<file path="src/rtl/micromult_core.sv">
// Sequential unsigned shift-and-add multiplier: one partial product per enabled clock,
// result published with a one-cycle done pulse after WIDTH iterations.
module micromult_core #(
    parameter int WIDTH = 8
) (
    input  logic               clk,
    input  logic               rst_n,
    input  logic               ena,
    input  logic               start,
    input  logic [WIDTH-1:0]   a,
    input  logic [WIDTH-1:0]   b,
    output logic               busy,
    output logic               done,
    output logic [2*WIDTH-1:0] product
);

    localparam int CW = $clog2(WIDTH) + 1;

    typedef enum logic {IDLE = 1'b0, RUN = 1'b1} state_t;

    state_t             state, state_nxt;
    logic [2*WIDTH-1:0] acc, mcand, acc_add;
    logic [WIDTH-1:0]   mplr;
    logic [CW-1:0]      cnt;
    logic               last;

    assign busy = (state == RUN);

    always_comb begin
        state_nxt = state;
        acc_add   = mplr[0] ? acc + mcand : acc;
        last      = (cnt == CW'(WIDTH - 1));
        if (ena) begin
            case (state)
                IDLE:    if (start) state_nxt = RUN;
                RUN:     if (last)  state_nxt = IDLE;
                default: state_nxt = IDLE;
            endcase
        end
    end

    always_ff @(posedge clk or negedge rst_n) begin
        if (!rst_n) state <= IDLE;
        else        state <= state_nxt;
    end

    // Datapath; everything freezes while ena is low, including a pending done pulse.
    always_ff @(posedge clk or negedge rst_n) begin
        if (!rst_n) begin
            acc     <= '0;
            mcand   <= '0;
            mplr    <= '0;
            cnt     <= '0;
            product <= '0;
            done    <= 1'b0;
        end else if (ena) begin
            done <= 1'b0;
            case (state)
                IDLE: begin
                    if (start) begin
                        mcand <= {{WIDTH{1'b0}}, a};
                        mplr  <= b;
                        acc   <= '0;
                        cnt   <= '0;
                    end
                end
                RUN: begin
                    acc   <= acc_add;
                    mcand <= mcand << 1;
                    mplr  <= mplr >> 1;
                    cnt   <= cnt + CW'(1);
                    if (last) begin
                        product <= acc_add;
                        done    <= 1'b1;
                    end
                end
                default: ;
            endcase
        end
    end

endmodule

</file>
<file path="config.mk">
export PLATFORM = sky130hd
export DESIGN_NAME = micromult_core
export DESIGN_NICKNAME = d
export VERILOG_FILES = /design/src/rtl/micromult_core.sv
export SDC_FILE = /design/constraint.sdc
export NUM_CORES = 1
export LEC_CHECK = 0
export ABC_AREA = 0
export CAP_MARGIN = 10
export CORE_MARGIN = 2
export CORE_UTILIZATION = 30
export DETAILED_ROUTE_END_ITERATION = 6
export SYNTH_ARGS = -nofsm -noshare
export SYNTH_HDL_FRONTEND = slang
export SYNTH_SLANG_ARGS = --single-unit
</file>
<file path="constraint.sdc">
create_clock -name clk -period 2.9 [get_ports clk]
set_input_delay 0.725 -clock clk [delete_from_list [all_inputs] [get_ports clk]]
set_output_delay 0.725 -clock clk [all_outputs]
set_load 0.005 [all_outputs]
</file>
==> reports/results.txt <==
Seq/Total Area, Yosys: 46.2%
core area: 10,900 µm²
Worst setup SP type: flop
post-detail-place hpwl: 5330 µm
H-tree levels: 3
dominant cell type by area after synthesis: dfrtp_1
placer congestion estimate: 0.959
Slowest cell on crit path: fa_1
CP max stage delay: 0.44 ns
Mapped Cells: 333
post-CTS resize count: 0
Residual DRC: 0
Die X: 110 µm
Netlist cell types: 44
Clock transition at path regs: 0.07 ns
status: complete, no violations
largest net degree at the start of global routing: 63
commonest non-fill, non-tap cell in the layout: dfrtp_1
Crit Path Class: flop to flop
port buffer count: 37
syn_area_per_cell: 10.1 µm²
final std cells w/o fill: 519
Clock Sinks: 62
Ports: 38
Yosys top cell area share: 46.2%
total detailed-routing wirelength: 7480 µm
CP cell instances: ha_1 > fa_1 > a211oi_1 > o21bai_2 > a31oi_2 > o21ai_1 > xor2_1 > mux2i_1 > a21oi_1
post-synthesis net count: 370
Vias: 2,589
initial antenna violation count: 0
Pwr Density: 539 nW/µm²
row count: 38
setup TNS: 0 ns
ys async rst share: 100%
worst-margin pin slew: 0.786 ns
vias per cell: 4.99
EDFF count, synth: 0
fmax: 399 MHz
worst ir drop on vdd: 0.192 mV
Synth Register Bits: 62
remaining antenna violation count: 0
hold slack: 0.481 ns
fraction of layout cells with a size suffix above 1: 8.97%
root buffer selected by CTS: clkbuf_8
Congestion Overflow GR: 0
Iter 0 DRT Violations: 109
Clock Path Buffers: 2
clk_lat worst skew: 0.35 ns
hold buffers post-CTS: 0
unrepaired setup endpoints after global routing: false
Syn. warnings: 0
Max-Cap Viols: 0
endpoints failing hold: 0
final slew viol count: 0
synthesized area: 3360 µm²
Max-Slew Margin vs Limit: 47.6%
global-route wire length before repair: 12,500 µm
Total Die Area: 12,100 µm²
final core utilization: 37.9%
Max Fanout on Critical Path: 3
setup repair bufs after CTS: 0
Placed Cells: 503
wire length per cell: 14.4 µm
min-delay worst type: flop to flop
1st-pass router iterations: 4
period utilization: 86.4%
clock skew: 0.0105 ns
Starting Density: 30.8%
predominant post-synthesis flop cell: dfrtp_1
layout net count: 411
Crit path buffers/inverters: 0
min Tclk post-route: 2.51 ns
# diodes: 0
All-Layer GR Usage: 13.7%
Chip Height: 110 µm
vias in the first global route: 2,586
Layout area overhead: 22.7%
critical path data required time: 3.17 ns
Area contributors post-synth: dfrtp_1 (46%), mux2i_1 (7.7%), a22o_1 (6.0%)
# setup viols final: 0
CTS Buf Count: 9
TritonCTS clock tree: built
Top delay family on crit path: compound AO/OA/AOI/OAI gates
Critical Path AT: 2.78 ns
most frequent cells in the layout: dfrtp_1 (62), nand2_1 (46), o21ai_0 (37)
Critical Path Sink Type: flop
leak pwr: 1.86 nW
## sequential cells by signal (all words and copies together), names as in the netlist
| signal | flops |
|---|---|
| mcand | 16 |
| acc | 16 |
| product | 16 |
| mplr | 8 |
| busy | 1 |
| done | 1 |
| cnt | 4 |
## final timing paths
| check | start | cells after the start | endpoint | slack, ns |
|---|---|---|---|---|
| worst max-delay path | acc[0] | 9 | product[12] | 0.39 |
| worst min-delay path | product[5] | 2 | product[5] | 0.48 |
| worst max register to register | acc[0] | 9 | product[12] | 0.39 |
| worst min register to register | product[5] | 2 | product[5] | 0.48 |
| max in group asynchronous | rst_n | 2 | cnt[1] | 1.84 |
| min in group asynchronous | rst_n | 2 | product[1] | 0.55 |
## Yosys cell counts, types with 2 or more instances
| library cell | number |
|---|---|
| o21ai_1 | 10 |
| dfrtp_1 | 62 |
| nand2b_1 | 2 |
| nand2_1 | 46 |
| mux2i_1 | 26 |
| xor2_1 | 5 |
| a22o_1 | 23 |
| a21o_1 | 3 |
| o21a_1 | 5 |
| a211oi_1 | 4 |
| nand3_2 | 2 |
| nor3b_1 | 2 |
| nor2_1 | 10 |
| o22ai_1 | 2 |
| buf_2 | 3 |
| nand3_1 | 5 |
| nor3_1 | 2 |
| inv_1 | 6 |
| xnor2_1 | 8 |
| o21ai_0 | 37 |
| o21bai_1 | 5 |
| ha_1 | 16 |
| a21oi_1 | 16 |
| clkbuf_1 | 13 |
## power by group
part / total, mW / internal (mW) / switching (mW)
logic: 0.357 / 0.185 / 0.172
clock network: 0.836 / 0.505 / 0.331
registers: 1.03 / 0.949 / 0.0793
total: 2.22 / 1.64 / 0.583
## worst register-to-register path: stages, from the launching register on
cell	delay [ns]
dfrtp_1	0.41
ha_1	0.26
fa_1	0.44
a211oi_1	0.27
o21bai_2	0.15
a31oi_2	0.29
o21ai_1	0.13
xor2_1	0.20
mux2i_1	0.11
a21oi_1	0.17
## routing by layer
layer	global-route usage, %	up-vias	wire (µm)	share of wire, %
met5	0	-	0	0
met4	6.42	0	218	2.9
met3	3.56	22	308	4.1
met2	21.4	57	3300	44
met1	17.5	1217	3650	49
li1	-	1293	-	-
## stage by stage
step / total power, mW / setup slack [ns] / cell area [µm²]
after floorplan: 1.23 / 0.690 / 3360
after global placement: 1.39 / 0.503 / 3910
after detailed placement: 1.40 / 0.457 / 3910
after CTS: 2.25 / 0.409 / 4120
after global routing: 2.34 / 0.206 / 4120
final: 2.22 / 0.394 / 4120
## logic make-up after synthesis
| logic type | Yosys count | synth area share (%) |
|---|---|---|
| buffers and inverters | 22 | 2.57 |
| muxes | 26 | 7.75 |
| and+or+nand+nor | 77 | 10.6 |
| AOI/OAI and AO/OA | 116 | 23.0 |
| xor gates and xnor gates | 13 | 3.39 |
| DFF | 62 | 46.2 |
| adders and majority gates | 17 | 6.56 |
## area by class of cell
class                           count  area, µm²
Clock buffer                       12        145
Clock inverter                      4       70.1
Fill cell                        1118       6770
Inverter                            6       22.5
Multi-Input combinational cell    249       1720
Sequential cell                    62       1550
Tap cell                          140        175
Timing Repair Buffer               46        433
Note: power is estimated with default switching activity, not from simulation.
